===== config.mk =====
export PLATFORM = sky130hd
export DESIGN_NAME = seq_pattern_detector
export DESIGN_NICKNAME = d
export VERILOG_FILES = /design/src/rtl/seq_pattern_detector.sv
export SDC_FILE = /design/constraint.sdc
export NUM_CORES = 1
export LEC_CHECK = 0
export BUFFER_PORTS_ARGS = -buffer_cell sky130_fd_sc_hd__buf_2
export CORE_ASPECT_RATIO = 0.9
export CORE_MARGIN = 1
export CORE_UTILIZATION = 50
export DETAILED_ROUTE_END_ITERATION = 6
export GPL_TIMING_DRIVEN = 0
export PLACE_DENSITY = 0.73
export SLEW_MARGIN = 40
export SYNTH_ARGS = -nofsm -noshare
export SYNTH_HDL_FRONTEND = slang
export SYNTH_SLANG_ARGS = --single-unit

===== constraint.sdc =====
create_clock -name clk -period 2.8 [get_ports clk]
set_input_delay 0.28 -clock clk [delete_from_list [all_inputs] [get_ports clk]]
set_output_delay 0.28 -clock clk [all_outputs]
set_load 0.01 [all_outputs]

===== src/rtl/seq_pattern_detector.sv =====
// Serial bit-pattern detector with a runtime-programmable pattern, length and overlap mode.
// Optional SEQ_DET_LAST_POS_EN adds last_pos, the bit index of the most recent match.
//
// Ports:
//   clk        rising-edge clock
//   reset      asynchronous, active-high reset
//   cfg_load   latch pattern/pat_len/overlap; clears history and fill count
//   pattern    pattern[pat_len-1] is the first-received bit, pattern[0] the last
//   pat_len    number of active pattern bits (1..PAT_W)
//   overlap    1 = keep history after a match, 0 = restart after each match
//   en, din    qualified serial data bit
//   clr_cnt    synchronous clear of match_cnt (wins over an increment)
//   match      registered one-cycle match pulse
//   match_cnt  saturating match counter
//   cfg_err    latched configuration is invalid
//   last_pos   (SEQ_DET_LAST_POS_EN only) index of the bit that completed the last match
module seq_pattern_detector #(
  parameter int PAT_W = 8,
  parameter int LEN_W = 4,
  parameter int CNT_W = 8
) (
  input  logic             clk,
  input  logic             reset,
  input  logic             cfg_load,
  input  logic [PAT_W-1:0] pattern,
  input  logic [LEN_W-1:0] pat_len,
  input  logic             overlap,
  input  logic             en,
  input  logic             din,
  input  logic             clr_cnt,
  output logic             match,
  output logic [CNT_W-1:0] match_cnt,
`ifdef SEQ_DET_LAST_POS_EN
  output logic             cfg_err,
  output logic [15:0]      last_pos
`else
  output logic             cfg_err
`endif
);

  typedef enum logic [1:0] {
    S_UNCFG = 2'd0,
    S_FILL  = 2'd1,
    S_HUNT  = 2'd2
  } state_t;

  state_t           r_state;
  logic [PAT_W-1:0] r_pat;
  logic [LEN_W-1:0] r_len;
  logic             r_ovl;
  logic [PAT_W-1:0] r_hist;
  logic [LEN_W-1:0] r_fill;
  logic             r_match;
  logic [CNT_W-1:0] r_cnt;
  logic             r_cfg_err;

  logic [PAT_W-1:0] w_mask;
  logic [PAT_W-1:0] w_hist_nxt;
  logic [LEN_W-1:0] w_fill_nxt;
  logic             w_cfg_ok;
  logic             w_full;
  logic             w_hit;
  logic             w_match;

  always_comb begin
    w_mask = '0;
    for (int i = 0; i < PAT_W; i++) begin
      w_mask[i] = (i < int'(r_len));
    end
  end

  assign w_cfg_ok   = (pat_len != '0) && (int'(pat_len) <= PAT_W);
  assign w_hist_nxt = {r_hist[PAT_W-2:0], din};
  assign w_fill_nxt = r_fill + LEN_W'(1);
  assign w_full     = (w_fill_nxt == r_len);
  // Compare against the post-shift history so the completing bit counts.
  assign w_hit      = ((w_hist_nxt ^ r_pat) & w_mask) == '0;
  assign w_match    = en && !cfg_load && w_hit &&
                      ((r_state == S_FILL && w_full) ||
                       (r_state == S_HUNT));

`ifdef SEQ_DET_LAST_POS_EN
  logic [15:0] r_idx;
  logic [15:0] r_last;

  always_ff @(posedge clk or posedge reset) begin
    if (reset) begin
      r_idx  <= '0;
      r_last <= '0;
    end else if (cfg_load) begin
      r_idx  <= '0;
    end else if (en && r_state != S_UNCFG) begin
      r_idx <= r_idx + 16'd1;
      if (w_match) begin
        r_last <= r_idx;
      end
    end
  end

  assign last_pos = r_last;
`endif

  always_ff @(posedge clk or posedge reset) begin
    if (reset) begin
      r_state   <= S_UNCFG;
      r_pat     <= '0;
      r_len     <= '0;
      r_ovl     <= 1'b0;
      r_hist    <= '0;
      r_fill    <= '0;
      r_match   <= 1'b0;
      r_cnt     <= '0;
      r_cfg_err <= 1'b1;
    end else begin
      r_match <= w_match;

      if (clr_cnt) begin
        r_cnt <= '0;
      end else if (w_match && r_cnt != '1) begin
        r_cnt <= r_cnt + CNT_W'(1);
      end

      if (cfg_load) begin
        r_pat     <= pattern;
        r_len     <= pat_len;
        r_ovl     <= overlap;
        r_hist    <= '0;
        r_fill    <= '0;
        r_cfg_err <= !w_cfg_ok;
        r_state   <= w_cfg_ok ? S_FILL : S_UNCFG;
      end else if (en) begin
        unique case (r_state)
          S_UNCFG: ;
          S_FILL: begin
            r_hist <= w_hist_nxt;
            r_fill <= w_fill_nxt;
            if (w_full) begin
              r_state <= S_HUNT;
            end
          end
          S_HUNT: begin
            r_hist <= w_hist_nxt;
          end
          default: r_state <= S_UNCFG;
        endcase
        // Non-overlap mode restarts the window after every hit.
        if (w_match && !r_ovl) begin
          r_hist  <= '0;
          r_fill  <= '0;
          r_state <= S_FILL;
        end
      end
    end
  end

  assign match     = r_match;
  assign match_cnt = r_cnt;
  assign cfg_err   = r_cfg_err;

endmodule


# Word-level counts from Yosys, hierarchy flattened
# Index checks and enable logic that the tools add are counted.
# totals
regBits	36
inputBits	19
elab_cells	67
# op_classes
add_sub_neg	2
order_cmp	9
eq_ne	6
muxes	16
bitwise	2
reduce_logical	23
# op_table
op	n
2-to-1 mux 7 bit	4
less-than comparator 3 x 4 -> 1 bit (first input constant)	4
2-to-1 mux 4 bit	4
2-to-1 mux 8 bit	2
adder 8 x 1 -> 8 bit (second input constant)	1
bitwise AND 8 bit	1
zero test 8 bit	1
less-than comparator 1 x 4 -> 1 bit (first input constant)	2
less-than comparator 2 x 4 -> 1 bit (first input constant)	2
2-to-1 mux 2 bit	4
inequality test 8 bit (second input constant)	1
XOR 8 bit	1
logical AND 1 bit	7
nonzero test 3 bit	2
adder 4 x 1 -> 4 bit (second input constant)	1
equality test 4 bit	1
<= comparator 4 bit (second input constant)	1
inequality test 4 x 3 -> 1 bit (second input constant)	1
case mux 2 bit (2 select lines)	1
AND reduction 2 bit	2
nonzero test 2 bit	2
nonzero test 4 bit	1
OR reduction 2 bit	2
zero test 1 bit	3
other kinds (7)	7

# Depth between registers and ports, before layout
# Gate-level depths: netlist (run 1).
# depth
depth_word	9
ltp_mapped	8

# Worst setup path after synthesis (run 1)
# No wires, ideal clock.
# synth_timing
kind	reg-to-reg
from	register r_len[3]
to	register r_fill[0]
arrival_ns	2.279
required_ns	2.679
slack_ns	0.400
path_stages_with_launch	9
path_cell_list	dfrtp_1 -> buf_6 -> or4_1 -> a221o_1 -> a211oi_4 -> o211ai_4 -> or2_4 -> buf_6 -> a22o_1
# synth_via
elab_chain_cells	9
word_cells_on_any_way	21
# synth_lines
element	line	text
start, declared	49	logic [LEN_W-1:0] r_len;
start signal, assigned	125	r_len <= pat_len;
less-than comparator 1 x 4 -> 1 bit (tied with other cells)	68	w_mask[i] = (i < int'(r_len));
bitwise AND 8 bit	77	assign w_hit = ((w_hist_nxt ^ r_pat) & w_mask) == '0;
zero test 8 bit	77	
logical AND 1 bit	78	assign w_match = en && !cfg_load && w_hit &&
logical AND 1 bit *	78	
logical AND 1 bit *	147	if (w_match && !r_ovl) begin
2-to-1 mux 4 bit	147	
2-to-1 mux 4 bit	131	end else if (en) begin
2-to-1 mux 4 bit	123	if (cfg_load) begin
end signal, assigned	136	r_fill <= w_fill_nxt;
end, declared	52	logic [LEN_W-1:0] r_fill;
# Mark *: on every way between the ends. The rest lies on a longest branch, timed or not. The select of a mux whose other input is x is not followed.
# A chain may end at the register's enable or synchronous reset.

# Worst setup path in the final report (run 1)
# layout_timing
from	register r_len[3]
to	register r_hist[1]
# layout_via
elab_chain_cells	9
word_cells_on_any_way	21
# layout_lines
element	line	text
less-than comparator 1 x 4 -> 1 bit (tied with other cells)	68	
bitwise AND 8 bit	77	
zero test 8 bit	77	
logical AND 1 bit	78	
logical AND 1 bit *	78	
logical AND 1 bit *	147	
2-to-1 mux 7 bit	147	
2-to-1 mux 7 bit	131	
2-to-1 mux 7 bit	123	
end signal, assigned	135	r_hist <= w_hist_nxt;
end signal, assigned	142	r_hist <= w_hist_nxt;
end, declared	51	logic [PAT_W-1:0] r_hist;
# Marked as above.

==> reports/results.tsv, run 1 <==
stage	metric	value	unit
pwr	vdd_drop_max	0.000366	V
synthesis	syn-cell-area	2050	um2
pwr	power_density	477	nW/um2
sta	setup_tns	0	ps
sta	tightest_slew	638	ps
finish	stdcell_count	280	
pwr	p_leak	1.05	nW
sta	rsz0062_at_grt	false	
die	io_pins	29	
sta	period_share	90.7	%
finish	drive_gt1_share	24.8	%
cts	clk_pin_slew	70	ps
cts	cts_max_level	2	
cts	insertion_delay	290	ps
worst_setup_path	crit_type	reg2reg	
worst_setup_path	worstSetupStartpointType	flop	
synthesis	yosys-top-cells-area	dfrtp_1 43%, mux2_2 7.7%, a21oi_1 4.1%	
drt	route.detailed.drc	0	
sta	setup_slack	261	ps
placed_design	dp_hpwl	3100	um
synthesis	synth_area_leader_cell	dfrtp_1	
pwr	pwr-share-comb	14.5	%
finish	antenna_cells	0	
placed_design	io_buffers	25	
synthesis	async_flop_share	100	%
pwr	pwr-share-clk	34.2	%
global_routing	track_usage	22.2	%
synthesis	synth_edf_count	0	
finish	n_fill_cell	325	
drt	firstDrtPassIters	4	
worst_setup_path	crit_arrival	2720	ps
sta	hold_viol_final	0	
global_routing	grt_overflow	0	
sta	relSlewSlack	57.3	%
drt	drt_iter0_markers	115	
cts	post_cts.repair.setup_buffers	0	
synthesis	netlist_instances	199	
finish	fin_area	2360	um2
die	rows	21	
synthesis	ys_ff_latch	36	
drt	ant_nets	0	
sta	slew_violations	0	
worst_setup_path	worst-r2r-setup-slack	260	ps
synthesis	syn_avg_cell_area	10.3	um2
synthesis	syn-num-nets	223	
pwr	power.internal	0.824	mW
sta	fin_skew	4.58	ps
sta	fmax	394	MHz
status	status	completed	
synthesis	ys_types	44	
drt	viasPerCell	5.75	
worst_setup_path	max_stage_delay	520	ps
worst_setup_path	required	2980	ps
sta	period_needed	2540	ps
die	core	3810	um2
global_routing	grt_pass1_wl	7590	um
synthesis	synth_most_common_cell	dfrtp_1	
worst_setup_path	slowest_stage	or4b_1	
finish	fin_nets	257	
synthesis	netlist_top_cells_count	35 x dfrtp_1, 17 x a21oi_1, 17 x nor2_1, 14 x mux2_2, 10 x nand2_1	
cts	root_buffer	clkbuf_8	
worst_setup_path	cp.buffers_inverters	2	
die	die_h	62.8	um
pwr	power_frac_seq	51.3	%
worst_setup_path	cp_top_family	compound AO/OA/AOI/OAI gates	
cts	clk_path_buf_depth	2	
placed_design	preCtsSetupSlack	222	ps
synthesis	ys_seq_area_share	44.0	%
worst_setup_path	cp_max_fo	10	
pwr	power.switching	0.303	mW
worst_setup_path	critPathMostFrequentCell	buf_6	
global_routing	antenna_found_initial	0	
drt	avgRoutedWirePerCell	15.0	um
finish	syn_to_final_growth	15.3	%
worst_setup_path	path_cells	buf_6, or4b_1, a2111oi_0, o21a_1, o211ai_4, or2_4, buf_6, a22o_1	
global_routing	grt_pass1_vias	1572	
drt	vias	1610	
pwr	p_sw_share	26.9	%
die	initial_core_util	53.8	%
synthesis	yosysWarnings	0	
drt	postRouteWirelength	4210	um
sta	setup_viol	0	
run	maxCapViolCount	0	
die	die_x	69.5	um
synthesis	yosys.area.top_type_share	42.7	%
min_path	hold_path.class	in2reg	
cts	tritoncts	built	
cts	numCtsBuffers	5	
synthesis	synth_flop_cell	dfrtp_1	
worst_setup_path	endpoint_kind	flop	
global_routing	grt_start_max_net_pins	23	
cts	clock_sinks	36	
placed_design	placed_area	2260	um2
placed_design	place_congestion	0.819	
die	die-area	4360	um2
placed_design	dp.cells	271	
## worst register-to-register path, stage by stage (launching register included)
cell and delay (ps):
dfrtp_1 370, buf_6 130, or4b_1 520, a2111oi_0 430
o21a_1 250, o211ai_4 130, or2_4 280, buf_6 150
a22o_1 180
## cells in the final DEF, fill, tap and decap left out, drive strengths merged, types with 2 or more instances in the layout
cell type	count
nand2	10
a21o	2
a211oi	2
nand4	3
mux2	14
nor3	4
xor2	7
or4b	2
or3	6
nor2b	7
clkinv	2
nor2	17
inv	4
ha	5
clkbuf	11
buf	31
o21a	2
nand3	3
nor3b	4
a21oi	17
a22o	9
and3	4
o21ai	10
dfrtp	35
xnor2	6
## per-stage QoR
stage / hold WS [ps] / utilization [%] / total power [mW]
after global routing: 209 / 62.0 / 1.18
after floorplan: 432 / - / 0.700
after detailed placement: 265 / 59.3 / 0.750
final: 213 / 62.0 / 1.13
after CTS: 209 / 62.0 / 1.14
after global placement: 508 / 58.6 / 0.741
## layout make-up
type                    count  area [um2]  share of cell area [%]
plain buffers              10        60.1                    2.54
repair buffers             27         163                    6.88
flip-flops and latches     36         902                    38.2
multi-input cells         149        1070                    45.4
inverters                   4        15.0                   0.635
well taps                  46        57.6                    2.44
clock buffers               6        82.6                    3.49
clock inverters             2        10.0                   0.424
## worst paths after layout
check | from | endpoint | cells after the start
worst max-delay path | r_len[3] | r_hist[1] | 8
worst min-delay path | pattern[3] | r_pat[3] | 2
worst max register to register | r_len[3] | r_hist[1] | 8
worst min register to register | cfg_err | cfg_err | 1
max in group asynchronous | reset | cfg_err | 4
min in group asynchronous | reset | r_pat[7] | 3
## power by group through the flow
stage                     clock network [mW]  registers, mW  logic [mW]
after floorplan                            0          0.580       0.121
after global placement                     0          0.586       0.155
after detailed placement                   0          0.587       0.163
after CTS                              0.394          0.578       0.165
after global routing                   0.413          0.583       0.183
final                                  0.385          0.578       0.163
## sequential cells by signal, indices dropped and copies added (netlist names)
name and flops:
match_cnt 8, r_pat 8, r_hist 7, r_fill 4
r_len 4, r_state 2, cfg_err 1, match 1
r_ovl 1
## cell families after synthesis
group	after synthesis	share of synthesized area, %
compound gates	50	17.5
flops	36	44.0
fa+ha+maj	5	3.05
mux	14	7.69
buf+inv	14	3.66
simple gates	66	17.4
xor+xnor	14	6.71
## routing by layer
layer / global-route usage, % / vias up / wire length (um)
met2: 31.6 / 40 / 1810
li1: - / 782 / -
met1: 32.7 / 778 / 2120
met3: 4.84 / 10 / 197
met5: 0 / - / 0
met4: 9.18 / 0 / 86
## repair_timing
| item | in CTS | in global routing |
|---|---|---|
| hold buffers | 1 | 0 |
| gates resized for setup | 0 | 0 |
| endpoints found under the hold margin | 14 | 0 |
(Power assumes the default switching activity.)
==> run 2: changes to the inputs <==
--- a/config.mk
+++ b/config.mk
@@ -5,7 +5,8 @@
 export SDC_FILE = /design/constraint.sdc
 export NUM_CORES = 1
 export LEC_CHECK = 0
-export BUFFER_PORTS_ARGS = -buffer_cell sky130_fd_sc_hd__buf_2
+export ABC_AREA = 1
+export BUFFER_PORTS_ARGS = -buffer_cell sky130_fd_sc_hd__clkbuf_2
 export CORE_ASPECT_RATIO = 0.9
 export CORE_MARGIN = 1
 export CORE_UTILIZATION = 50
==> run 2 against run 1 <==
Effect of this change: core utilization decreased by 0.88 points; clock power is 9.1% lower; sequential share of layout area grew 0.29 points; clock-buffer cell count unchanged; largest cell class unchanged.
==> reports/results.tsv, run 2 <==
stage	metric	value	unit	change
status	status	completed		unchanged
pwr	p_leak	1.26	nW	was 1.05 nW
worst_setup_path	crit_arrival	2270	ps	was 2720 ps
finish	syn_to_final_growth	13.4	%	was 15.3%
cts	tritoncts	built		unchanged
synthesis	synth_xor_xnor_area_share	2.54	%	was 6.71%
worst_setup_path	worst-r2r-setup-slack	710	ps	was 260 ps
cts	cts_max_level	2		unchanged
worst_setup_path	endpoint_kind	flop		unchanged
worst_setup_path	rr_endpoint	r_hist[0]		was r_hist[1]
drt	firstDrtPassIters	4		unchanged
worst_setup_path	worstSetupStartpointType	flop		unchanged
sta	fin_skew	4.97	ps	was 4.58 ps
worst_setup_path	endpoint	r_hist[0]		was r_hist[1]
sta	relSlewSlack	59.4	%	was 57.3%
drt	postRouteWirelength	4160	um	was 4210 um
drt	vias	1818		was 1,610
die	die-area	4400	um2	was 4360 um2
worst_setup_path	crit_start	r_fill[0]		was r_len[3]
placed_design	io_buffers	28		was 25
finish	antenna_cells	0		unchanged
global_routing	grt_pass1_vias	1696		was 1,572
placed_design	preCtsSetupSlack	711	ps	was 222 ps
synthesis	yosys.area.top_type_share	42.3	%	was 42.7%
cts	post_cts.repair.setup_buffers	0		unchanged
synthesis	netlist_instances	288		was 199
finish	stdcell_count	369		was 280
worst_setup_path	r2r_start	r_fill[0]		was r_len[3]
global_routing	grt_start_max_net_pins	37		was 23
worst_setup_path	path_cells	ha_1, xnor2_1, nand2_1, nor2_2, nand3_2, nand2_2, nand3_4, nand2_2, nand2_2, buf_6, nand2_1, o21ai_2		was buf_6, or4b_1, a2111oi_0, o21a_1, o211ai_4, or2_4, buf_6, a22o_1
drt	route.detailed.drc	0		unchanged
synthesis	ys_types	27		was 44
global_routing	grt_overflow	0		unchanged
synthesis	synth_edf_count	0		unchanged
finish	mostFrequentLayoutCell	nand2_1		was dfrtp_1
die	die_x	69.8	um	was 69.5 um
sta	tightest_slew	608	ps	was 638 ps
pwr	total_power	1.21	mW	was 1.13 mW
sta	setup_slack	714	ps	was 261 ps
sta	setup_tns	0	ps	unchanged
worst_setup_path	cp_max_fo	10		unchanged
cts	root_buffer	clkbuf_8		unchanged
worst_setup_path	required	2980	ps	about the same
finish	final_cell_mix	107 x nand2_1, 37 x inv_1, 35 x dfrtp_1, 28 x clkbuf_2, 25 x nor2_1		was 35 x dfrtp_1, 25 x buf_2, 17 x nor2_1, 17 x a21oi_1, 14 x mux2_2
synthesis	synth_area_leader_cell	dfrtp_1		unchanged
synthesis	syn-cell-area	2070	um2	was 2050 um2
cts	clk_pin_slew	70	ps	about the same
synthesis	async_flop_share	100	%	unchanged
synthesis	syn_avg_cell_area	7.19	um2	was 10.3 um2
sta	period_share	74.5	%	was 90.7%
synthesis	synthSimpleGateAreaFrac	33.8	%	was 17.4%
worst_setup_path	reg2reg_depth	12		was 8
drt	avgRoutedWirePerCell	11.3	um	was 15.0 um
pwr	power_density	515	nW/um2	was 477 nW/um2
synthesis	ys_ff_latch	36		unchanged
drt	viasPerCell	4.93		was 5.75
placed_design	place_congestion	0.852		was 0.819
synthesis	synth_fa_ha_area_share	3.02	%	was 3.05%
global_routing	track_usage	21.2	%	was 22.2%
sta	period_needed	2090	ps	was 2540 ps
worst_setup_path	cp.depth	12		was 8
worst_setup_path	max_stage_delay	450	ps	was 520 ps
die	rows	21		unchanged
synthesis	synth_most_common_cell	nand2_1		was dfrtp_1
synthesis	synth_top_family_by_area	simple AND/OR/NAND/NOR gates		was compound AO/OA/AOI/OAI gates
worst_setup_path	crit_type	reg2reg		unchanged
worst_setup_path	critPathMostFrequentCell	nand2_2		was buf_6
run	maxCapViolCount	0		unchanged
sta	slew_violations	0		unchanged
cts	clock_sinks	36		unchanged
cts	clk_path_buf_depth	2		unchanged
cts	postCtsHoldBufs	0		was 1
cts	numCtsBuffers	5		unchanged
sta	hold_viol_final	0		unchanged
worst_setup_path	cp.buffers_inverters	1		was 2
die	core	3840	um2	was 3810 um2
sta	setup_viol	0		unchanged
sta	rsz0062_at_grt	false		unchanged
synthesis	netlist_top_cells_count	107 x nand2_1, 38 x inv_1, 35 x dfrtp_1, 25 x nor2_1, 18 x o21ai_0		was 35 x dfrtp_1, 17 x a21oi_1, 17 x nor2_1, 14 x mux2_2, 10 x nand2_1
drt	drt_iter0_markers	93		was 115
worst_setup_path	cp_top_family	simple AND/OR/NAND/NOR gates		was compound AO/OA/AOI/OAI gates
min_path	hold_path.class	in2async		was in2reg
synthesis	synth_compound_gate_area_share	8.52	%	was 17.5%
die	io_pins	29		unchanged
global_routing	grt_pass1_wl	7290	um	was 7590 um
finish	fin_area	2350	um2	was 2360 um2
placed_design	placed_area	2270	um2	was 2260 um2
sta	fmax	479	MHz	was 394 MHz
synthesis	synth_flop_cell	dfrtp_1		unchanged
finish	drive_gt1_share	16.7	%	was 24.8%
synthesis	syn-num-nets	312		was 223
drt	ant_nets	0		unchanged
die	initial_core_util	53.9	%	was 53.8%
synthesis	ys_seq_area_share	43.6	%	was 44.0%
synthesis	yosys-top-cells-area	dfrtp_1 42%, nand2_1 19%, inv_1 6.9%		was dfrtp_1 43%, mux2_2 7.7%, a21oi_1 4.1%
worst_setup_path	slowest_stage	dfrtp_1		was or4b_1
pwr	vdd_drop_max	0.000302	V	was 0.000366 V
placed_design	dp.cells	362		was 271
synthesis	synthMuxAreaShare	0	%	was 7.69%
global_routing	antenna_found_initial	0		unchanged
cts	insertion_delay	290	ps	about the same
placed_design	dp_hpwl	3080	um	was 3100 um
cts	cts-resized-gates	0		unchanged
synthesis	yosysWarnings	0		unchanged
finish	fin_nets	347		was 257
die	die_h	63.0	um	was 62.8 um
[run 2: changes by cell type after synthesis, moves of 14 or more]
cell,change
nand2_1,+97
nand3_1,+14
a21oi_1,-16
o21ai_0,+17
mux2_2,-14
inv_1,+35
[run 2: logic make-up (layout without fill, tap and decap cells)]
group | Yosys count | in the layout
AOI/OAI and AO/OA | 31 | 31
DFF | 36 | 36
adders and majority gates | 5 | 5
xor gates and xnor gates | 6 | 6
buffers and inverters | 45 | 80
and+or+nand+nor | 165 | 165
[run 2: layout make-up]
| cell class | instances | area [um2] |
|---|---|---|
| buffer | 4 | 22.5 |
| sequential | 36 | 902 |
| tap | 46 | 57.6 |
| multi-input combinational | 207 | 991 |
| timing repair buffer | 28 | 140 |
| inverter | 41 | 155 |
| clock inverter | 1 | 5.00 |
| fill | 357 | 1490 |
| clock buffer | 6 | 72.6 |
[run 2: power breakdown]
part | leakage (nW) | switching [mW] | internal (mW)
clock | 0.0410 | 0.181 | 0.169
combinational | 0.746 | 0.160 | 0.0957
sequential | 0.470 | 0.0406 | 0.562
total | 1.26 | 0.382 | 0.827
[run 2: worst min path at each step]
stage	endpoint	slack, ps
after floorplan	match_cnt[0]	350
after global placement	r_pat[6]	470
after detailed placement	r_hist[3]	450
after CTS	match_cnt[0]	140
after global routing	r_pat[4]	90
final	r_pat[3]	20
[run 2: stage by stage]
step | util (%) | hold slack (ps)
2_1_floorplan | - | 346
3_3_place_gp | 59.1 | 473
3_5_place_dp | 59.1 | 448
4_1_cts | 61.1 | 137
5_1_grt | 61.2 | 87.7
6_report | 61.2 | 21.9
[run 2: metal layers]
| metal | GRT usage (%) | wire, um | share of wire, % |
|---|---|---|---|
| met1 | 27.1 | 2000 | 48 |
| met5 | 0 | 0 | 0 |
| met2 | 33.7 | 1910 | 46 |
| met4 | 10.3 | 53 | 1.3 |
| met3 | 4.84 | 195 | 4.7 |
==> run 3: changes to the inputs <==
--- a/config.mk
+++ b/config.mk
@@ -12,7 +12,7 @@
 export CORE_UTILIZATION = 50
 export DETAILED_ROUTE_END_ITERATION = 6
 export GPL_TIMING_DRIVEN = 0
-export PLACE_DENSITY = 0.73
+export PLACE_DENSITY = 0.76
 export SLEW_MARGIN = 40
 export SYNTH_ARGS = -nofsm -noshare
 export SYNTH_HDL_FRONTEND = slang
==> constraint.sdc (replaced) <==
create_clock -name clk -period 1.7 [get_ports clk]
set_input_delay 0.17 -clock clk [delete_from_list [all_inputs] [get_ports clk]]
set_output_delay 0.17 -clock clk [all_outputs]
set_load 0.01 [all_outputs]
==> run 3 against run 2 <==
Effect of this change: largest power group unchanged; setup slack got worse by 890 ps; critical path depth unchanged; power increased by 83%; sequential power increased by 65%; sequential share of layout area decreased by 3.4 points; wire length increased by 12%; worst hold slack improved by 54 ps; register-to-register slack got worse by 890 ps; fmax increased by 11%; via count increased by 4.8%; clock skew about the same; the run now ends with setup timing left; die area unchanged.
==> reports/results.tsv, run 3 (synthesis gave the netlist of run 2 again) <==
stage	metric	value	unit	change
status	status	complete, but fails checks		was completed
status	violations	setup timing		
sta	tightest_slew	623	ps	was 608 ps
drt	avgRoutedWirePerCell	12.2	um	was 11.3 um
sta	period_share	111	%	was 74.5%
worst_setup_path	reg2reg_depth	12		unchanged
drt	firstDrtPassIters	4		unchanged
sta	period_needed	1880	ps	was 2090 ps
sta	fin_skew	4.50	ps	was 4.97 ps
finish	syn_to_final_growth	24.7	%	was 13.4%
global_routing	grt_start_max_net_pins	37		unchanged
drt	route.detailed.drc	0		unchanged
drt	viasPerCell	5.00		was 4.93
worst_setup_path	cp_max_fo	5		was 10
die	die_x	69.8	um	unchanged
cts	clock_sinks	36		unchanged
sta	hold_slack	76.0	ps	was 21.9 ps
worst_setup_path	slowest_stage	dfrtp_2		was dfrtp_1
die	core	3840	um2	unchanged
die	initial_core_util	53.9	%	unchanged
sta	relSlewSlack	58.4	%	was 59.4%
worst_setup_path	endpoint_kind	flop		unchanged
worst_setup_path	crit_type	reg2reg		unchanged
sta	setup_viol	21		was 0
finish	fin_nets	358		was 347
worst_setup_path	crit_arrival	2070	ps	was 2270 ps
placed_design	preCtsSetupSlack	-272	ps	was 711 ps
finish	antenna_cells	0		unchanged
global_routing	grt_pass1_vias	1773		was 1,696
pwr	p_leak	1.34	nW	was 1.26 nW
die	die-area	4400	um2	unchanged
sta	fmax	532	MHz	was 479 MHz
worst_setup_path	max_stage_delay	430	ps	was 450 ps
cts	cts_max_level	2		unchanged
finish	mostFrequentLayoutCell	nand2_1		unchanged
global_routing	antenna_found_initial	0		unchanged
pwr	vdd_drop_max	0.000520	V	was 0.000302 V
placed_design	io_buffers	28		unchanged
cts	numCtsBuffers	5		unchanged
cts	clk_pin_slew	70	ps	about the same
cts	tritoncts	built		unchanged
run	maxCapViolCount	0		unchanged
drt	ant_nets	0		unchanged
min_path	hold-path-cell-count	3		
finish	final_cell_mix	95 x nand2_1, 35 x inv_1, 33 x dfrtp_1, 28 x clkbuf_2, 25 x nor2_1		was 107 x nand2_1, 37 x inv_1, 35 x dfrtp_1, 28 x clkbuf_2, 25 x nor2_1
finish	fin_area	2580	um2	was 2350 um2
cts	clk_path_buf_depth	2		unchanged
worst_setup_path	worstSetupStartpointType	flop		unchanged
drt	postRouteWirelength	4660	um	was 4160 um
min_path	hold_path.class	in2reg		was in2async
placed_design	place_congestion	0.803		was 0.852
die	io_pins	29		unchanged
placed_design	dp.cells	362		unchanged
global_routing	grt_overflow	0		unchanged
sta	setup_slack	-179	ps	was 714 ps
sta	hold_viol_final	0		unchanged
pwr	power_density	856	nW/um2	was 515 nW/um2
worst_setup_path	critPathMostFrequentCell	nand2_4		was nand2_2
finish	stdcell_count	381		was 369
placed_design	dp_hpwl	3090	um	was 3080 um
cts	insertion_delay	300	ps	was 290 ps
global_routing	track_usage	23.0	%	was 21.2%
die	die_h	63.0	um	unchanged
drt	vias	1905		was 1,818
worst_setup_path	required	1890	ps	was 2980 ps
global_routing	grt_pass1_wl	7880	um	was 7290 um
sta	slew_violations	0		unchanged
cts	root_buffer	clkbuf_8		unchanged
placed_design	placed_area	2280	um2	was 2270 um2
die	rows	21		unchanged
pwr	total_power	2.21	mW	was 1.21 mW
drt	drt_iter0_markers	107		was 93
finish	drive_gt1_share	26.9	%	was 16.7%
sta	rsz0062_at_grt	true		was false
worst_setup_path	path_cells	ha_4, xnor2_2, nand2_1, nor2_2, nand3_2, nand2_4, nand3_4, nand2_4, nand2_4, buf_6, nand2_2, o21ai_2		was ha_1, xnor2_1, nand2_1, nor2_2, nand3_2, nand2_2, nand3_4, nand2_2, nand2_2, buf_6, nand2_1, o21ai_2
==> run 3: final cells by class <==
type,count,area [um2]
fill,321,1250
multi-input combinational,207,1100
sequential,36,905
timing repair buffer,39,236
inverter,41,163
clock buffer,6,82.6
tap,46,57.6
buffer,4,22.5
clock inverter,2,10.0
==> run 3: metrics by stage <==
stage / setup TNS, ps / util (%)
6_report: -2960 / 67.3
2_1_floorplan: -491 / -
4_1_cts: -2780 / 64.4
3_5_place_dp: -4390 / 59.5
3_3_place_gp: -3880 / 59.5
5_1_grt: -4560 / 67.3
==> run 3: worst paths after layout <==
| kind | start | end | slack [ps] |
|---|---|---|---|
| max | r_fill[0] | r_hist[5] | -180 |
| min | pattern[3] | r_pat[3] | 80 |
| max reg2reg | r_fill[0] | r_hist[5] | -180 |
| min reg2reg | r_pat[6] | r_pat[6] | 490 |
| max in group asynchronous | reset | r_fill[1] | 810 |
| min in group asynchronous | reset | r_pat[5] | 460 |
==> run 3: repair_timing <==
item | in CTS | in global routing
buffers inserted | 6 | 3
hold buffers | 0 | 1
pin swaps | 7 | 9
endpoints found under the hold margin | 0 | 35
gates cloned | 1 | 0
endpoints found under the setup margin | 21 | 21
gates resized for setup | 12 | 26
==> run 3: critical path: cells and delay by family, from the launching register on <==
| kind | cells | cell delay (ps) |
|---|---|---|
| simple gates | 8 | 760 |
| fa+ha+maj | 1 | 280 |
| flops | 1 | 430 |
| xor+xnor | 1 | 100 |
| compound gates | 1 | 50 |
| buf+inv | 1 | 150 |
==> run 3: routing by layer <==
layer | vias to the layer above | track usage, % | part of all wire [%]
met5 | - | 0 | 0
met4 | 0 | 7.75 | 1.6
met3 | 9 | 6.45 | 4.0
met2 | 39 | 38.2 | 47
met1 | 869 | 28.6 | 47
li1 | 988 | - | -
==> run 3: power by group <==
part	switching [mW]	internal, mW
Clock	0.317	0.323
Sequential	0.0661	0.929
Combinational	0.333	0.240
